[config.mk]
export PLATFORM = sky130hd
export DESIGN_NAME = dino_score_ctrl
export DESIGN_NICKNAME = d
export VERILOG_FILES = /design/src/rtl/dino_score_ctrl.sv
export SDC_FILE = /design/constraint.sdc
export NUM_CORES = 1
export LEC_CHECK = 0
export CORE_MARGIN = 1.5
export CORE_UTILIZATION = 53
export CTS_CLUSTER_SIZE = 12
export DETAILED_ROUTE_END_ITERATION = 8
export PLACE_DENSITY = 0.8
export SLEW_MARGIN = 5
export SYNTH_ARGS = -nofsm -noshare
export SYNTH_HDL_FRONTEND = slang
export SYNTH_SLANG_ARGS = --single-unit
[constraint.sdc]
create_clock -name clk -period 2.6 [get_ports clk]
set_input_delay 0.26 -clock clk [delete_from_list [all_inputs] [get_ports clk]]
set_output_delay 0.26 -clock clk [all_outputs]
set_load 0.02 [all_outputs]
[src/rtl/dino_score_ctrl.sv]
// Game-flow controller for the runner game: start/over sequencing, frame tick,
// high-score tracking and display mux, all in the clk domain.
module dino_score_ctrl #(
  parameter int unsigned TICK_DIV = 833333,
  parameter int unsigned LOCKOUT  = 4
) (
  input  logic        clk,
  input  logic        rst_n,
  input  logic        btn_start,
  input  logic        collision,
  input  logic        disp_sel,
  input  logic [15:0] score_in,
  output logic        game_start,
  output logic        game_over,
  output logic        game_tick,
  output logic [15:0] high_score,
  output logic        new_record,
  output logic [15:0] disp_out,
  output logic [1:0]  state
);

  localparam int unsigned TICK_W  = (TICK_DIV > 1) ? $clog2(TICK_DIV) : 1;
  localparam int unsigned LOCK_W  = 8;
  localparam int unsigned SCORE_W = 16;

  typedef enum logic [1:0] {
    IDLE = 2'b00,
    RUN  = 2'b01,
    OVER = 2'b10,
    BAD  = 2'b11
  } state_t;

  state_t              state_q;
  logic                btn_start_q;
  logic [TICK_W-1:0]   tick_cnt;
  logic [LOCK_W-1:0]   lock_cnt;

  logic                start_edge_c;
  logic                start_ok_c;
  logic                tick_wrap_c;
  logic [SCORE_W-1:0]  disp_next_c;

  // Rising edge of the start button; restarts from OVER only once lockout has drained.
  assign start_edge_c = btn_start & ~btn_start_q;
  assign start_ok_c   = start_edge_c &
                        ((state_q == IDLE) || ((state_q == OVER) && (lock_cnt == '0)));
  assign tick_wrap_c  = (tick_cnt == TICK_W'(TICK_DIV - 1));

  // Live score while running, otherwise whichever value the player selected.
  assign disp_next_c  = ((state_q != RUN) && disp_sel) ? high_score : score_in;

  assign state = state_q;

  always_ff @(posedge clk) begin
    if (!rst_n) begin
      state_q     <= IDLE;
      btn_start_q <= 1'b0;
      tick_cnt    <= '0;
      lock_cnt    <= '0;
      game_start  <= 1'b0;
      game_over   <= 1'b0;
      game_tick   <= 1'b0;
      high_score  <= '0;
      new_record  <= 1'b0;
      disp_out    <= '0;
    end else begin
      btn_start_q <= btn_start;
      game_start  <= 1'b0;
      game_over   <= 1'b0;
      game_tick   <= 1'b0;
      disp_out    <= disp_next_c;

      // Score settles at the counter one cycle after the game_over pulse.
      if (game_over) begin
        if (score_in > high_score) begin
          high_score <= score_in;
          new_record <= 1'b1;
        end else begin
          new_record <= 1'b0;
        end
      end

      case (state_q)
        IDLE: begin
          if (start_ok_c) begin
            state_q    <= RUN;
            game_start <= 1'b1;
            tick_cnt   <= '0;
            new_record <= 1'b0;
          end
        end
        RUN: begin
          // Collision wins over a pending tick; start edges are ignored here.
          if (collision) begin
            state_q   <= OVER;
            game_over <= 1'b1;
            tick_cnt  <= '0;
            lock_cnt  <= LOCK_W'(LOCKOUT);
          end else if (tick_wrap_c) begin
            tick_cnt  <= '0;
            game_tick <= 1'b1;
          end else begin
            tick_cnt  <= tick_cnt + 1'b1;
          end
        end
        OVER: begin
          if (lock_cnt != '0) begin
            lock_cnt <= lock_cnt - 1'b1;
          end else if (start_ok_c) begin
            state_q    <= RUN;
            game_start <= 1'b1;
            tick_cnt   <= '0;
            new_record <= 1'b0;
          end
        end
        default: begin
          state_q  <= IDLE;
          tick_cnt <= '0;
          lock_cnt <= '0;
        end
      endcase
    end
  end

endmodule

Word level (Yosys, flattened, before mapping)
Index checks and enable logic that the tools add are counted.
Storage, ports and cells
  flip-flop bits (word level): 67
  output and inout bits: 38
Cells by class
  bitwise operators: 6
  $add $sub $neg: 2
  magnitude comparators: 1
  muxes and demuxes: 23
  equality and inequality tests: 7
  reductions and logical operators: 11
Operator list (number)
  $mux W20: 4
  $pmux W20 S3: 1
  $pmux W8 S3: 1
  $add A20 B1 Y20 const B: 1
  $eq A20 B20 Y1 const B: 1
  $gt A16 B16 Y1: 1
  $mux W16: 1
  $mux W8: 2
  $logic_not A8 Y1: 1
  $mux W1: 8
  $reduce_bool A8 Y1: 1
  $sub A8 B1 Y8 const B: 1
  $mux W2: 3
  $pmux W2 S3: 1
  $reduce_and A2 Y1: 3
  $ne A2 B1 Y1 const B: 2
  $ne A2 B2 Y1 const B: 2
  $not A1 Y1: 4
  $pmux W1 S2: 2
  $reduce_and A3 Y1: 1
  $reduce_or A3 Y1: 1
  $and A1 B1 Y1: 2
  $eq A2 B1 Y1 const B: 1
  $eq A2 B2 Y1 const B: 1
  other kinds (3): 4

Depth between registers and ports, before layout
Gate-level depths: netlist of run 1.
  word-level depth: 7
  mapped depth: 11
  gate-level depth less buffers: 7

Worst setup path after synthesis of run 1
OpenSTA, ideal clock, no wires.
  path kind: register to register
  start: register high_score[15]
  end: register high_score[10]
  setup time: 117 ps
  cell stages (with the launch flop): 9
  buffers on the path: 1
  data arrival time: 2238 ps
  path slack: 245 ps
  data required time: 2483 ps
  path through: dfxtp_1 inv_1 ha_1 nand4_1 or2_2 a211oi_1 o41ai_2 clkbuf_1 a22o_1
On the way
  longest elaborated chain between the ends: 2
RTL lines
  start, declared: RTL line 16  | output logic [15:0] high_score,
  start signal, assigned: RTL line 76  | high_score <= score_in;
  $gt A16 B16 Y1: RTL line 75  | if (score_in > high_score) begin
  $reduce_and A2 Y1 (no source line)
Every way passes these cells.
A chain may end at the register's enable or synchronous reset.

Worst setup path after layout of run 1
  start: register high_score[1]
  end: register high_score[13]
The elaborated chain is that of the path after synthesis.

==> run_summary.xml, run 1 <==
<?xml version="1.0" encoding="UTF-8"?>
<metrics>
  <group name="synthesis">
    <metric name="yosysSeqAreaShare" unit="">0.382</metric>
    <metric name="synth.avg_cell_area" unit="um2">8.38</metric>
    <metric name="post_synth_xor_area_fraction" unit="">0.0175</metric>
    <metric name="simple_gate_fraction_of_synth_area" unit="">0.266</metric>
    <metric name="synth_cell_types" unit="">53</metric>
    <metric name="post_synth_main_area_contributors" unit="">sky130_fd_sc_hd__dfxtp_1 (38%), sky130_fd_sc_hd__ha_1 (7.8%), sky130_fd_sc_hd__nand2_1 (6.2%), sky130_fd_sc_hd__a21oi_1 (5.3%), sky130_fd_sc_hd__a22o_1 (4.0%)</metric>
    <metric name="async_flop_share" unit="">0</metric>
    <metric name="synth_compound_area_frac" unit="">0.195</metric>
    <metric name="netlist_instances" unit="">419</metric>
    <metric name="post-synth-top-area-cell" unit="">sky130_fd_sc_hd__dfxtp_1</metric>
    <metric name="syn_nets" unit="">462</metric>
    <metric name="ys_ff_latch" unit="">67</metric>
    <metric name="synth.yosys.warnings" unit="">0</metric>
    <metric name="synth_ff_type" unit="">sky130_fd_sc_hd__dfxtp_1</metric>
    <metric name="synth-edff-count" unit="">0</metric>
    <metric name="post_synth_adder_cell_area" unit="">0.0784</metric>
    <metric name="synth.mux.area_fraction" unit="">0</metric>
    <metric name="netlist.area_leader.share" unit="">0.382</metric>
    <metric name="synthesis.area" unit="um2">3510</metric>
    <metric name="dominant_combinational_cell_family_by_area_after_synthesis" unit="">simple AND/OR/NAND/NOR gates</metric>
  </group>
  <group name="setup_path">
    <metric name="worst_setup_path_startpoint" unit="">high_score[1]</metric>
    <metric name="critical_path_required" unit="ns">2.89</metric>
    <metric name="critical_path.max_fanout" unit="">11</metric>
    <metric name="ff2ff_setup_slack" unit="ns">0.24</metric>
    <metric name="critical_path.reg2reg.endpoint" unit="">high_score[13]</metric>
    <metric name="rr_worst_depth" unit="">9</metric>
    <metric name="critPathKind" unit="">reg -&gt; reg</metric>
    <metric name="worstSetupStartpointType" unit="">flop</metric>
    <metric name="worstSetupPathDepth" unit="">9</metric>
    <metric name="crit_path_cell_trace" unit="">inv_1 &gt; ha_1 &gt; nor2b_1 &gt; o211ai_1 &gt; a211oi_1 &gt; buf_4 &gt; o41ai_2 &gt; buf_12 &gt; a22o_1</metric>
    <metric name="worstReg2RegStart" unit="">high_score[1]</metric>
    <metric name="cp-endpoint" unit="">high_score[13]</metric>
    <metric name="cp_data_arrival_time" unit="ns">2.65</metric>
    <metric name="critical_path.n_buffers_inverters" unit="">3</metric>
    <metric name="cpLargestDelayFamily" unit="">compound AO/OA/AOI/OAI gates</metric>
    <metric name="timing.critical_path.to_type" unit="">flop</metric>
    <metric name="timing.critical_path.slowest_stage_cell" unit="">sky130_fd_sc_hd__o41ai_2</metric>
    <metric name="cpPeakStageDelay" unit="ns">0.62</metric>
  </group>
  <group name="final_layout">
    <metric name="number_of_nets_in_the_layout" unit="">527</metric>
    <metric name="layout.cell_area.non_filler" unit="um2">4490</metric>
    <metric name="drive_above_1_share" unit="">0.0879</metric>
    <metric name="layout_commonest_cell" unit="">sky130_fd_sc_hd__dfxtp_1</metric>
    <metric name="filler_cell_count" unit="">532</metric>
    <metric name="stdcell_count" unit="">566</metric>
    <metric name="layout_common_cells" unit="">sky130_fd_sc_hd__dfxtp_1 (67), sky130_fd_sc_hd__nand2_1 (58), sky130_fd_sc_hd__clkdlybuf4s50_1 (58), sky130_fd_sc_hd__a21oi_1 (37), sky130_fd_sc_hd__inv_1 (26)</metric>
    <metric name="antenna_cells" unit="">0</metric>
    <metric name="flow.area_growth_from_synthesis" unit="%">27.8</metric>
  </group>
  <group name="die">
    <metric name="core_region_area" unit="um2">6390</metric>
    <metric name="die_y" unit="um">84.4</metric>
    <metric name="rows" unit="">29</metric>
    <metric name="ioPinCount" unit="">59</metric>
    <metric name="chipWidth" unit="um">84.4</metric>
    <metric name="floorplan.die_area" unit="um2">7120</metric>
    <metric name="start_util" unit="">0.550</metric>
  </group>
  <group name="cts">
    <metric name="insertion_delay" unit="ns">0.35</metric>
    <metric name="h-tree-depth" unit="">3</metric>
    <metric name="buffers_inserted_by_post_cts_timing_repair" unit="">0</metric>
    <metric name="cts.sinks" unit="">67</metric>
    <metric name="cts_tree" unit="">built</metric>
    <metric name="cts-root-buf" unit="">sky130_fd_sc_hd__clkbuf_8</metric>
    <metric name="clk_pin_slew_worst_paths" unit="ns">0.08</metric>
    <metric name="cts_max_path_buffers" unit="">2</metric>
    <metric name="numCtsBuffers" unit="">9</metric>
  </group>
  <group name="placed_design">
    <metric name="place.detailed.instances" unit="">550</metric>
    <metric name="dpl_cell_area" unit="um2">4270</metric>
    <metric name="detailedPlacementHpwl" unit="mm">6.11</metric>
    <metric name="io_buffer_count" unit="">58</metric>
    <metric name="gp_congestion" unit="">0.942</metric>
    <metric name="pre_cts_ws" unit="ns">-0.187</metric>
  </group>
  <group name="sta">
    <metric name="setup_slack" unit="ns">0.240</metric>
    <metric name="min_period_over_period" unit="">0.908</metric>
    <metric name="worst_slew_margin_rel" unit="">0.481</metric>
    <metric name="tightest_slew" unit="ns">0.771</metric>
    <metric name="hold_viol_final" unit="">0</metric>
    <metric name="post-route-min-period" unit="ns">2.36</metric>
    <metric name="drv_slew" unit="">0</metric>
    <metric name="maxClockFrequency" unit="MHz">424</metric>
    <metric name="timing.final.setup_violations" unit="">0</metric>
    <metric name="rsz0062_at_grt" unit="">no</metric>
    <metric name="clock_skew" unit="ns">0.00595</metric>
    <metric name="fin_hold_ws" unit="ns">0.466</metric>
  </group>
  <group name="detailed_routing">
    <metric name="firstDrtPassIters" unit="">4</metric>
    <metric name="wl_per_cell" unit="um">15.5</metric>
    <metric name="routed_wirelength" unit="mm">8.77</metric>
    <metric name="route.detailed.drc" unit="">0</metric>
    <metric name="drtAntennaViolNets" unit="">0</metric>
    <metric name="detail_routed_via_count_per_cell" unit="">5.97</metric>
    <metric name="routed_via_count" unit="">3379</metric>
    <metric name="first_iter_violations" unit="">186</metric>
  </group>
  <group name="power">
    <metric name="cellLeakagePower" unit="nW">1.67</metric>
    <metric name="ir_drop" unit="V">0.000622</metric>
    <metric name="power_density" unit="nW/um2">722</metric>
  </group>
  <group name="global_route">
    <metric name="antenna_found_initial" unit="">0</metric>
    <metric name="groute.usage.overall" unit="">0.257</metric>
    <metric name="vias_in_the_first_global_route" unit="">3160</metric>
    <metric name="largest_net_degree_at_the_start_of_global_routing" unit="">33</metric>
    <metric name="grt_remaining_overflow" unit="">0</metric>
    <metric name="wire_length_of_the_first_global_routing_pass" unit="mm">14.9</metric>
  </group>
  <group name="run_status">
    <metric name="run_status" unit="">finished clean</metric>
  </group>
  <group name="hold_path">
    <metric name="path_category_of_the_worst_min_delay_check" unit="">reg -&gt; reg</metric>
  </group>
  <group name="run">
    <metric name="max_cap_viol_count" unit="">0</metric>
  </group>
</metrics>
Yosys cell counts (all sizes together), types with 3 or more instances:
cell type	number
or4	12
o21a	6
nor2	17
nor4b	3
inv	26
clkbuf	23
nor4	7
nand2b	5
and3	12
and4	4
nor3	4
a21oi	37
o21ai	5
o31ai	3
a22o	16
xor2	7
nor2b	6
ha	22
a31oi	8
nand4	15
o211ai	3
o2111ai	7
nand3	14
buf	4
dfxtp	67
nand2	58
state kept, by name, indices dropped and copies added (netlist names):
signal and count:
tick_cnt 20, game_tick 1, state 2, game_over 1
high_score 16, btn_start_q 1, lock_cnt 8, game_start 1
disp_out 16, new_record 1
power by group:
part	internal (mW)	switching, mW	total [mW]
registers	1.12	0.0750	1.20
logic	0.454	0.613	1.07
clock network	0.567	0.407	0.975
how the worst min path moves through the flow:
stage,slack (ns),to,from,cells past startpoint
after detailed placement,0.46,new_record,new_record,2
after CTS,0.47,new_record,new_record,2
after global placement,0.45,new_record,new_record,2
after floorplan,0.38,btn_start_q,btn_start,1
after global routing,0.49,new_record,new_record,2
final,0.47,new_record,new_record,2
per-stage QoR:
step	util	TNS (ns)	power, mW
finish	0.703	0	3.24
global route	0.703	0	3.41
CTS	0.702	0	3.25
detailed placement	0.668	-2.74	2.28
global placement	0.668	-1.90	2.25
floorplan	-	0	1.91
tightest hold or removal path, stage by stage (launching register included):
cell                       delay (ns)
sky130_fd_sc_hd__dfxtp_1         0.31
sky130_fd_sc_hd__nand2b_1        0.06
sky130_fd_sc_hd__a21oi_1         0.05
routing by layer:
metal / vias to the layer above / track usage / part of all wire
met4: 0 / 0.0982 / 0.011
met2: 106 / 0.419 / 0.48
met1: 1605 / 0.347 / 0.46
li1: 1660 / - / -
met5: - / 0 / 0
met3: 8 / 0.0383 / 0.056
layout make-up:
| class | instances | area [um2] | area share |
|---|---|---|---|
| tap | 77 | 96.3 | 0.0215 |
| sequential | 67 | 1340 | 0.299 |
| timing repair buffer | 81 | 778 | 0.173 |
| multi-input combinational | 299 | 1950 | 0.436 |
| clock buffer | 12 | 145 | 0.0323 |
| clock inverter | 4 | 73.8 | 0.0165 |
| inverter | 26 | 97.6 | 0.0218 |
repair_timing:
| action | CTS | global route |
|---|---|---|
| gates resized for setup | 0 | 1 |
| hold buffers | 0 | 0 |
| setup endpoints to repair | 0 | 16 |
| hold endpoints to repair | 0 | 0 |
cell families after synthesis:
logic type	Yosys count
AO/OA/AOI/OAI	99
XOR/XNOR	7
adder cells (fa/ha/maj)	22
buffers and inverters	53
flip-flops	67
AND/OR/NAND/NOR	171
No activity file was read; power rests on OpenSTA's default activity.
==> inputs of run 2 (changes only) <==
--- a/config.mk
+++ b/config.mk
@@ -10,7 +10,7 @@
 export CTS_CLUSTER_SIZE = 12
 export DETAILED_ROUTE_END_ITERATION = 8
 export PLACE_DENSITY = 0.8
-export SLEW_MARGIN = 5
+export SLEW_MARGIN = 20
 export SYNTH_ARGS = -nofsm -noshare
 export SYNTH_HDL_FRONTEND = slang
 export SYNTH_SLANG_ARGS = --single-unit
==> results of run 2 <==
No change in the layout: final DEF, timing and power equal those of run 1.
